==> config.mk <==
export PLATFORM = sky130hd
export DESIGN_NAME = serial_adder_ctrl
export DESIGN_NICKNAME = d
export VERILOG_FILES = /design/src/rtl/serial_add_pkg.sv /design/src/rtl/bit_full_adder.sv /design/src/rtl/half_adder.sv /design/src/rtl/serial_adder_ctrl.sv
export SDC_FILE = /design/constraint.sdc
export NUM_CORES = 1
export LEC_CHECK = 0
export ABC_AREA = 0
export BUFFER_PORTS_ARGS = -buffer_cell sky130_fd_sc_hd__buf_2
export CAP_MARGIN = 20
export CORE_ASPECT_RATIO = 1.2
export CORE_MARGIN = 4
export CORE_UTILIZATION = 54
export CTS_CLUSTER_DIAMETER = 30
export DETAILED_ROUTE_END_ITERATION = 16
export PLACE_DENSITY = 0.78
export SYNTH_ARGS = -nofsm -noshare
export SYNTH_HDL_FRONTEND = slang
export SYNTH_SLANG_ARGS = --single-unit
export TNS_END_PERCENT = 10
==> constraint.sdc <==
create_clock -name clk -period 1.7 [get_ports clk]
set_input_delay 0.34 -clock clk [delete_from_list [all_inputs] [get_ports clk]]
set_output_delay 0.34 -clock clk [all_outputs]
set_load 0.005 [all_outputs]
==> src/rtl/serial_add_pkg.sv <==
// serial_add_pkg: shared constants and state encoding
// for the bit-serial adder sequencer.
package serial_add_pkg;

  localparam int WIDTH_DEF = 8;

  typedef enum logic [1:0] {
    IDLE = 2'd0,
    RUN  = 2'd1,
    DONE = 2'd2
  } state_e;

endpackage

==> src/rtl/bit_full_adder.sv <==
// bit_full_adder: 1-bit full adder from two half adders.
// The single datapath cell stepped by the controller.
module bit_full_adder (
  input  logic a,
  input  logic b,
  input  logic ci,
  output logic s,
  output logic co
);

  logic s1;
  logic c1;
  logic c2;

  half_adder u_ha0 (
    .a (a),
    .b (b),
    .s (s1),
    .c (c1)
  );

  half_adder u_ha1 (
    .a (s1),
    .b (ci),
    .s (s),
    .c (c2)
  );

  assign co = c1 | c2;

endmodule

==> src/rtl/half_adder.sv <==
// half_adder: 1-bit half adder cell.
// Building block of the shared full-adder datapath.
module half_adder (
  input  logic a,
  input  logic b,
  output logic s,
  output logic c
);

  assign s = a ^ b;
  assign c = a & b;

endmodule

==> src/rtl/serial_adder_ctrl.sv <==
// serial_adder_ctrl: sequences one full-adder cell over
// WIDTH cycles to produce a registered WIDTH-bit sum.
module serial_adder_ctrl
  import serial_add_pkg::*;
#(
  parameter int WIDTH = WIDTH_DEF
) (
  input  logic             clk,
  input  logic             rst,
  input  logic             start,
  input  logic [WIDTH-1:0] a,
  input  logic [WIDTH-1:0] b,
  input  logic             cin,
  output logic             busy,
  output logic             done,
  output logic [WIDTH-1:0] sum,
  output logic             cout
);

  localparam int CNT_W = $clog2(WIDTH);

  state_e           state_q, state_d;
  logic [WIDTH-1:0] a_sh_q, a_sh_d;
  logic [WIDTH-1:0] b_sh_q, b_sh_d;
  logic [WIDTH-2:0] s_sh_q, s_sh_d;
  logic             c_q, c_d;
  logic [CNT_W-1:0] cnt_q, cnt_d;
  logic [WIDTH-1:0] sum_q, sum_d;
  logic             cout_q, cout_d;

  logic             cell_s;
  logic             cell_co;
  logic [WIDTH-1:0] s_next;

  bit_full_adder u_cell (
    .a  (a_sh_q[0]),
    .b  (b_sh_q[0]),
    .ci (c_q),
    .s  (cell_s),
    .co (cell_co)
  );

  // s_sh keeps the WIDTH-1 bits already produced; the
  // new bit enters at the top, the final one completes sum.
  assign s_next = {cell_s, s_sh_q};

  // Next-state, shift and counter logic.
  always_comb begin
    state_d = state_q;
    a_sh_d  = a_sh_q;
    b_sh_d  = b_sh_q;
    s_sh_d  = s_sh_q;
    c_d     = c_q;
    cnt_d   = cnt_q;
    sum_d   = sum_q;
    cout_d  = cout_q;
    unique case (state_q)
      IDLE, DONE: begin
        if (start) begin
          a_sh_d  = a;
          b_sh_d  = b;
          c_d     = cin;
          cnt_d   = '0;
          state_d = RUN;
        end else begin
          state_d = IDLE;
        end
      end
      RUN: begin
        a_sh_d = a_sh_q >> 1;
        b_sh_d = b_sh_q >> 1;
        s_sh_d = s_next[WIDTH-1:1];
        c_d    = cell_co;
        cnt_d  = cnt_q + CNT_W'(1);
        if (cnt_q == CNT_W'(WIDTH-1)) begin
          sum_d   = s_next;
          cout_d  = cell_co;
          state_d = DONE;
        end
      end
      default: state_d = IDLE;
    endcase
  end

  // State and datapath registers, cleared by async reset.
  always_ff @(posedge clk or posedge rst) begin
    if (rst) begin
      state_q <= IDLE;
      a_sh_q  <= '0;
      b_sh_q  <= '0;
      s_sh_q  <= '0;
      c_q     <= 1'b0;
      cnt_q   <= '0;
      sum_q   <= '0;
      cout_q  <= 1'b0;
    end else begin
      state_q <= state_d;
      a_sh_q  <= a_sh_d;
      b_sh_q  <= b_sh_d;
      s_sh_q  <= s_sh_d;
      c_q     <= c_d;
      cnt_q   <= cnt_d;
      sum_q   <= sum_d;
      cout_q  <= cout_d;
    end
  end

  assign busy = (state_q == RUN);
  assign done = (state_q == DONE);
  assign sum  = sum_q;
  assign cout = cout_q;

endmodule

==> results of run 1 <==
## per-layer routing
layer	track usage	wire length, um
met5	0	0
met4	0.113	72
met3	0.0559	190
met2	0.310	1850
met1	0.207	1330
## cells by family after synthesis
family	synth area share
AOI/OAI and AO/OA	0.0859
muxes	0.106
adders and majority gates	0.0271
buffers and inverters	0.0414
DFF	0.573
and+or+nand+nor	0.167
## final cells by class
type | instances | area [sq um] | share of cell area
Tap cell | 34 | 42.5 | 0.0218
Sequential cell | 38 | 951 | 0.487
Timing Repair inverter | 1 | 8.76 | 0.00448
Timing Repair Buffer | 35 | 188 | 0.0960
Multi-Input combinational cell | 97 | 648 | 0.332
Clock buffer | 8 | 78.8 | 0.0403
Inverter | 3 | 37.5 | 0.0192
## power breakdown
part           internal, mW  switching, mW
Combinational         0.776          0.770
Sequential             1.32          0.284
Clock                 0.283          0.290
## worst paths after layout
check | start | end | cells past startpoint
worst max-delay path | state_q[1] | busy | 3
worst min-delay path | rst | sum[7] | 3
worst max register to register | cnt_q[0] | sum[2] | 4
worst min register to register | s_sh_q[2] | s_sh_q[1] | 2
max in group asynchronous | rst | cnt_q[1] | 3
min in group clk | b[6] | b_sh_q[6] | 3
## state kept, by name (all words and copies together), names as in the netlist
register  count
a_sh_q        8
b_sh_q        8
sum           8
s_sh_q        7
cnt_q         3
state_q       2
c_q           1
cout          1
## synthesized netlist by cell type, drive strengths merged, types with 2 or more instances
cell type | count | area share
o21ai | 4 | 0.012
o22ai | 12 | 0.045
ha | 2 | 0.015
inv | 3 | 0.011
nor2b | 2 | 0.0075
nand2 | 23 | 0.062
mux2i | 3 | 0.018
nor3 | 12 | 0.036
nor2 | 14 | 0.032
mux2 | 10 | 0.088
dfrtp | 38 | 0.57
a22o | 2 | 0.011
nand2b | 2 | 0.0075
buf | 8 | 0.028
nand3 | 4 | 0.012
## metrics by stage
stage                     instance area, sq um  setup WS, ns  hold slack, ns
after floorplan                           1660         0.349           0.446
after global placement                    1840         0.322           0.458
after detailed placement                  1840         0.289           0.467
after CTS                                 1920       0.00916          0.0817
after global routing                      1950       0.00750           0.119
final                                     1950        0.0642          0.0813
## layout by cell type, fill, tap and decap left out, types with 2 or more instances in the layout
| cell type | netlist | final |
|---|---|---|
| sky130_fd_sc_hd__nor2_1 | 14 | 14 |
| sky130_fd_sc_hd__nor3_1 | 12 | 12 |
| sky130_fd_sc_hd__o21ai_0 | 4 | 4 |
| sky130_fd_sc_hd__nor2b_1 | 2 | 2 |
| sky130_fd_sc_hd__clkbuf_8 | 0 | 3 |
| sky130_fd_sc_hd__nand3_1 | 4 | 4 |
| sky130_fd_sc_hd__mux2i_1 | 3 | 3 |
| sky130_fd_sc_hd__ha_1 | 2 | 2 |
| sky130_fd_sc_hd__a22o_1 | 2 | 2 |
| sky130_fd_sc_hd__buf_2 | 7 | 30 |
| sky130_fd_sc_hd__dfrtp_1 | 38 | 38 |
| sky130_fd_sc_hd__o22ai_1 | 12 | 12 |
| sky130_fd_sc_hd__clkbuf_4 | 0 | 5 |
| sky130_fd_sc_hd__mux2_4 | 9 | 9 |
| sky130_fd_sc_hd__nand2_1 | 22 | 22 |
| sky130_fd_sc_hd__buf_4 | 0 | 5 |
| sky130_fd_sc_hd__inv_1 | 2 | 2 |
## tightest hold or removal path, delay by kind of cell
family / cells / cell delay (ns)
buffers and inverters: 3 / 0.54
==> results.json, run 1 <==
{
  "timing.final.hold_violations": 0,
  "antenna_violations_before_repair": 0,
  "required_ns": 1.36,
  "design.die.area_sq_um": 4030,
  "cts.htree.levels": 2,
  "clock_tree_from_tritoncts": "yes",
  "hold_path_class": "input pin to asynchronous set/reset pin",
  "top_ff_cell_synth": "sky130_fd_sc_hd__dfrtp_1",
  "leakagePower_nw": 0.995,
  "grt.total_usage": 0.185,
  "final_net_count": 204,
  "place_congestion": 0.720,
  "route.detailed.vias_per_inst": 5.61,
  "drt_iter0_drc": 45,
  "fin_skew_ns": 0.00863,
  "gr-total-overflow": 0,
  "r2r_setup_slack_ns": 0.28,
  "detailed_place_hpwl_um": 2320,
  "critical_path_class": "register to primary output",
  "synthArstFlopShare": 1.00,
  "layoutNonFillerInstCount": 216,
  "post_cts_resize_count": 0,
  "drt_first_pass_iters": 4,
  "root_buffer": "sky130_fd_sc_hd__clkbuf_4",
  "routedWlPerCell_um": 15.9,
  "layout-area-overhead-vs-synth_pct": 17.7,
  "postRouteWirelength_um": 3440,
  "synth_fp_nets": 170,
  "final_min_period_ns": 1.64,
  "share_of_layout_cells_above_drive_strength_1": 0.313,
  "synthesis.instances": 147,
  "max-cap-violations": 0,
  "die_height_um": 68.7,
  "cts_hold_buffers": 0,
  "worstSkewPairLatency_ns": 0.35,
  "critical_path_peak_fanout": 13,
  "max_clock_freq_ghz": 0.611,
  "end_kind": "primary output",
  "power_density_relative_to_cell_area_nw_per_um2": 1910,
  "timing.critical_path.buf_inv": 2,
  "cts_made_buffers": 5,
  "relSlewSlack": 0.642,
  "synth-edff-count": 0,
  "design.portCount": 31,
  "synthesis_warning_total": 0,
  "fillerInstances": 224,
  "finalSetupViolCount": 0,
  "largest_net_degree_at_the_start_of_global_routing": 39,
  "io_buffers": 30,
  "route.vias.total": 1211,
  "clkTransAtPathRegs_ns": 0.11,
  "slowest_stage": "sky130_fd_sc_hd__dfrtp_1",
  "worst_path_dominant_cell_family": "flip-flops",
  "post_cts.repair.setup_buffers": 0,
  "first_pass_grt_wire_length_um": 5380,
  "floorplan.initialDensity": 0.580,
  "status": "finished clean",
  "vdd_drop_max_uv": 1130,
  "ys_seq_elements": 38,
  "fin_util": 0.682,
  "fin_crit_sh": 0.962,
  "mappedNetlistArea_sq_um": 1660,
  "placeableCoreArea_sq_um": 2860,
  "synth_area_per_cell_sq_um": 11.3,
  "route.detailed.drc": 0,
  "dp_cells": 207,
  "cp_cell_sequence": "nand2b_4 > bufinv_16 > buf_2",
  "rsz0062_at_grt": "false",
  "max_slew.worst_pin.slew_ns": 0.537,
  "cts-root-to-sink-buffers": 2,
  "clock-sinks": 38,
  "setup.worst_path.start_class": "register",
  "synth_cell_type_count": 27,
  "antenna_cells_inserted": 0,
  "worst_path_largest_cell_delay_ns": 0.42,
  "seq_area_frac_synth": 0.573,
  "fin_tns_setup_ns": 0,
  "drtAntennaViolNets": 0,
  "power.total_mw": 3.73,
  "worst_ep_arrival_time_ns": 1.30,
  "first_global_vias": 1239,
  "timing_max_transition_violations_final": 0,
  "die_width_um": 58.6,
  "row_count": 21
}
No activity file was read; power rests on OpenSTA's default activity.
==> run 2, diff against run 1 <==
- CORE_UTILIZATION: 54 -> 58
- PLACE_DENSITY: 0.78 -> 0.83
- RECOVER_POWER: unset -> 100
- clock period: 1.7 -> 2.05 ns (I/O delays scaled with it)
==> results.json, run 2 (synthesized netlist as in run 1, its figures left out) <==
{
  "die_height_um": 66.6,
  "cts_hold_buffers": 0,
  "worst_ep_arrival_time_ns": 1.42,
  "gr-usage-met2": 0.302,
  "floorplan.initialDensity": 0.602,
  "multi_input_gate_area_sq_um": 598,
  "fillerInstances": 232,
  "design_area_sq_um": 1810,
  "detailed_place_hpwl_um": 2150,
  "share_of_layout_cells_above_drive_strength_1": 0.203,
  "postRouteWirelength_um": 2940,
  "finalSetupViolCount": 0,
  "power_density_relative_to_cell_area_nw_per_um2": 1490,
  "cts-root-to-sink-buffers": 2,
  "timing.final.hold_violations": 0,
  "worstSkewPairLatency_ns": 0.34,
  "timing.hold.ws_ns": 0.314,
  "hold_path_class": "input pin to register",
  "grt.total_usage": 0.182,
  "route.detailed.vias_per_inst": 5.54,
  "design.portCount": 31,
  "io_buffers": 30,
  "gr-total-overflow": 0,
  "max-cap-violations": 0,
  "critical_path_class": "register to primary output",
  "max_slew.worst_pin.slew_ns": 0.884,
  "max_clock_freq_ghz": 0.547,
  "status": "finished clean",
  "clkTransAtPathRegs_ns": 0.10,
  "die_width_um": 56.8,
  "placed_area_sq_um": 1820,
  "dp_cells": 204,
  "layoutNonFillerInstCount": 211,
  "end_kind": "primary output",
  "layout-area-overhead-vs-synth_pct": 8.97,
  "final_net_count": 200,
  "first_global_vias": 1166,
  "grt-busiest-layer": "met2",
  "layout_common_cells": "sky130_fd_sc_hd__dfrtp_1, sky130_fd_sc_hd__buf_2, sky130_fd_sc_hd__nand2_1, sky130_fd_sc_hd__nor2_1",
  "place_congestion": 0.774,
  "setup.worst_path.start_class": "register",
  "drt_iter0_drc": 31,
  "route.detailed.drc": 0,
  "required_ns": 1.64,
  "first_pass_grt_wire_length_um": 5110,
  "rsz0062_at_grt": "false",
  "fin_crit_sh": 0.891,
  "relSlewSlack": 0.411,
  "post_cts_resize_count": 0,
  "final_min_period_ns": 1.83,
  "cts.htree.levels": 2,
  "root_buffer": "sky130_fd_sc_hd__clkbuf_4",
  "fin_tns_setup_ns": 0,
  "timing_max_transition_violations_final": 0,
  "design.die.area_sq_um": 3790,
  "cts_made_buffers": 5,
  "post_cts.repair.setup_buffers": 0,
  "vdd_drop_max_uv": 904,
  "drt_first_pass_iters": 4,
  "fin_skew_ns": 0.0112,
  "drtAntennaViolNets": 0,
  "global_route.usage.met1": 0.211,
  "use_met3": 0.0640,
  "largest_net_degree_at_the_start_of_global_routing": 39,
  "clock-sinks": 38,
  "routedWlPerCell_um": 13.9,
  "clock_tree_from_tritoncts": "yes",
  "route.vias.total": 1169,
  "leakagePower_nw": 0.895,
  "final-seq-area_sq_um": 951,
  "fin_util": 0.656,
  "placeableCoreArea_sq_um": 2760,
  "antenna_violations_before_repair": 0,
  "row_count": 21,
  "most_common_cell_after_layout_fill_and_taps_aside": "sky130_fd_sc_hd__dfrtp_1",
  "antenna_cells_inserted": 0,
  "critical_path_peak_fanout": 25
}
==> run 2: changes by cell type in the layout (fill, tap and decap cells not counted), moves of 3 or more <==
cell and delta:
sky130_fd_sc_hd__buf_2 -6, sky130_fd_sc_hd__buf_4 -5, sky130_fd_sc_hd__clkbuf_1 +7, sky130_fd_sc_hd__clkbuf_2 +3, sky130_fd_sc_hd__clkbuf_8 -3, sky130_fd_sc_hd__mux2_1 +7, sky130_fd_sc_hd__mux2_4 -7
==> run 2: power by group <==
group / switching, mW / internal [mW] / total (mW)
Sequential: 0.228 / 1.10 / 1.33
Combinational: 0.552 / 0.464 / 1.02
Clock: 0.223 / 0.129 / 0.353
==> run 2: cell type report <==
type	count	share of cell area
tap	34	0.0235
inverter	3	0.0104
clock buffer	7	0.0249
timing repair buffer	32	0.0851
multi-input combinational	97	0.331
sequential	38	0.526
==> run 2: through the flow <==
stage          total power, mW  setup slack, ns
2_1_floorplan             2.21            0.697
3_3_place_gp              2.40            0.549
3_5_place_dp              2.49            0.499
4_1_cts                   2.84            0.188
5_1_grt                   2.95            0.119
6_report                  2.69            0.223
==> run 2: metal layers <==
layer,vias up,routed length [um]
li1,568,-
met1,570,1240
met2,23,1470
met3,8,164
met4,0,74
met5,-,0
==> run 2: final timing paths <==
kind / from / to / slack, ns / cells past startpoint
max in group asynchronous: rst / a_sh_q[4] / 1.18 / 3
min: b[6] / b_sh_q[6] / 0.31 / 3
max reg2reg: state_q[0] / sum[1] / 0.27 / 4
min reg2reg: s_sh_q[3] / s_sh_q[2] / 0.50 / 2
min in group asynchronous: rst / s_sh_q[1] / 0.32 / 3
max: state_q[0] / busy / 0.22 / 3
==> run 2: critical path: stages, from the launching register on <==
cell and delay [ns]:
sky130_fd_sc_hd__dfrtp_1 0.54, sky130_fd_sc_hd__nand2b_1 0.22, sky130_fd_sc_hd__inv_8 0.18, sky130_fd_sc_hd__buf_2 0.14
==> run 3, diff against run 2 <==
- SYNTH_HIERARCHICAL: unset -> 1
==> results.json, run 3 <==
{
  "status": "finished clean",
  "antenna_cells_inserted": 0,
  "synthesis.instances": 148,
  "grt.total_usage": 0.184,
  "yosys.area.top_type_share": 0.567,
  "synthArstFlopShare": 1.00,
  "fillerInstances": 242,
  "critical_path.reg2reg.endpoint": "sum[1]",
  "worstSkewPairLatency_ns": 0.34,
  "io_buffers": 30,
  "die_height_um": 66.9,
  "routedWlPerCell_um": 14.6,
  "seq_area_frac_synth": 0.567,
  "layoutNonFillerInstCount": 212,
  "final_min_period_ns": 1.89,
  "relSlewSlack": 0.414,
  "dp_cells": 204,
  "worst_path_largest_cell_delay_ns": 0.47,
  "place_congestion": 0.799,
  "capture_point_of_the_worst_path": "busy",
  "power.total_mw": 2.78,
  "post_synth_main_area_contributors": "sky130_fd_sc_hd__dfrtp_1, sky130_fd_sc_hd__mux2_4, sky130_fd_sc_hd__nand2_1, sky130_fd_sc_hd__o22ai_1, sky130_fd_sc_hd__nor3_1",
  "final_net_count": 201,
  "synthesis_warning_total": 6,
  "mappedNetlistArea_sq_um": 1680,
  "max_clock_freq_ghz": 0.530,
  "cts-root-to-sink-buffers": 2,
  "placed_area_sq_um": 1830,
  "route.detailed.vias_per_inst": 5.58,
  "cp_cell_sequence": "nand2b_4 > inv_6 > clkbuf_1",
  "row_count": 21,
  "synth_fp_nets": 172,
  "critical_path_class": "register to primary output",
  "max-cap-violations": 0,
  "synth_area_per_cell_sq_um": 11.3,
  "antenna_violations_before_repair": 0,
  "finalSetupViolCount": 0,
  "end_kind": "primary output",
  "largest_net_degree_at_the_start_of_global_routing": 39,
  "worst_r2r_startpoint": "state_q[1]",
  "first_global_vias": 1124,
  "route.vias.total": 1184,
  "synth-edff-count": 0,
  "most_common_cell_after_layout_fill_and_taps_aside": "sky130_fd_sc_hd__dfrtp_1",
  "postRouteWirelength_um": 3100,
  "layout-area-overhead-vs-synth_pct": 9.03,
  "layout_common_cells": "sky130_fd_sc_hd__dfrtp_1, sky130_fd_sc_hd__buf_2, sky130_fd_sc_hd__nand2_1, sky130_fd_sc_hd__nor2_1",
  "die_width_um": 57.1,
  "share_of_layout_cells_above_drive_strength_1": 0.197,
  "required_ns": 1.64,
  "clock_tree_from_tritoncts": "yes",
  "timing_max_transition_violations_final": 0,
  "power_density_relative_to_cell_area_nw_per_um2": 1520,
  "fin_tns_setup_ns": 0,
  "route.detailed.drc": 0,
  "rsz0062_at_grt": "false",
  "placement.setup.worst_slack_ns": 0.384,
  "drtAntennaViolNets": 0,
  "worst-r2r-cell-count": 4,
  "cts.htree.levels": 2,
  "yosys.cell_count.top_type": "sky130_fd_sc_hd__dfrtp_1",
  "ys_seq_elements": 38,
  "top_ff_cell_synth": "sky130_fd_sc_hd__dfrtp_1",
  "worst_ep_arrival_time_ns": 1.48,
  "yosys-top-cells-count": "sky130_fd_sc_hd__dfrtp_1, sky130_fd_sc_hd__nand2_1, sky130_fd_sc_hd__nor2_1",
  "hold_path_class": "input pin to asynchronous set/reset pin",
  "fin_crit_sh": 0.920,
  "max_slew.worst_pin.slew_ns": 0.879,
  "gr-total-overflow": 0,
  "slowest_stage": "sky130_fd_sc_hd__dfrtp_1",
  "floorplan.initialDensity": 0.602,
  "fin_skew_ns": 0.00886,
  "synth_cell_type_count": 26,
  "design.die.area_sq_um": 3820,
  "yosysTopAreaCell": "sky130_fd_sc_hd__dfrtp_1",
  "clkTransAtPathRegs_ns": 0.11,
  "detailed_place_hpwl_um": 2220,
  "worst_slack_ns": 0.165,
  "cts_made_buffers": 5,
  "critical_path.startpoint": "state_q[1]",
  "leakagePower_nw": 0.889,
  "root_buffer": "sky130_fd_sc_hd__clkbuf_4",
  "critical_path_peak_fanout": 24,
  "drt_first_pass_iters": 4,
  "fin_util": 0.656,
  "clock-sinks": 38,
  "design.portCount": 31,
  "timing.hold.ws_ns": 0.308,
  "first_pass_grt_wire_length_um": 5170,
  "timing.final.hold_violations": 0,
  "design_area_sq_um": 1830,
  "setup.worst_path.start_class": "register",
  "placeableCoreArea_sq_um": 2790,
  "drt_iter0_drc": 30,
  "r2r_setup_slack_ns": 0.25,
  "vdd_drop_max_uv": 992
}
## run 3: layer usage
metal | GRT usage | part of all wire
met1 | 0.240 | 0.43
met5 | 0 | 0
met3 | 0.0601 | 0.064
met2 | 0.274 | 0.49
met4 | 0.0870 | 0.015
## run 3: worst min path at each step
stage	slack, ns	cells after the start	endpoint	start
after CTS	0.15	3	c_q	rst
after global placement	0.47	2	s_sh_q[0]	s_sh_q[0]
final	0.31	3	cout	rst
after floorplan	0.45	2	s_sh_q[0]	s_sh_q[0]
after detailed placement	0.48	2	s_sh_q[0]	s_sh_q[0]
after global routing	0.29	2	b_sh_q[7]	b[7]
## run 3: cell families (layout without fill, tap and decap cells)
| family | after synthesis | count (layout) | share of synthesized area |
|---|---|---|---|
| AND/OR/NAND/NOR | 58 | 58 | 0.169 |
| AO/OA/AOI/OAI | 23 | 23 | 0.0903 |
| buffers and inverters | 12 | 42 | 0.0388 |
| multiplexers | 13 | 13 | 0.105 |
| adder cells (fa/ha/maj) | 4 | 4 | 0.0299 |
| flip-flops | 38 | 38 | 0.567 |
## run 3: cell type report
cell class                 instances  area [sq um]  share of cell area
tap                               34          42.5              0.0233
sequential                        38           952               0.521
timing repair buffer              31           146              0.0801
clock inverter                     1          5.00             0.00274
multi-input combinational         98           611               0.334
inverter                           3          16.3             0.00890
clock buffer                       7          55.1              0.0301
## run 3: what timing repair did
item | in CTS | in global routing
setup endpoints to repair | 1 | 1
setup buffers | 0 | 0
gates resized for setup | 1 | 1
hold buffers | 0 | 0
## run 3: critical path, delay by kind of cell (launching register included)
family,cells,cell delay [ns]
buffers and inverters,2,0.36
flip-flops,1,0.47
AND/OR/NAND/NOR,1,0.30
## run 3: power breakdown
part	total, mW	switching [mW]	internal (mW)
clock network	0.401	0.235	0.166
registers	1.34	0.240	1.10
logic	1.03	0.569	0.463
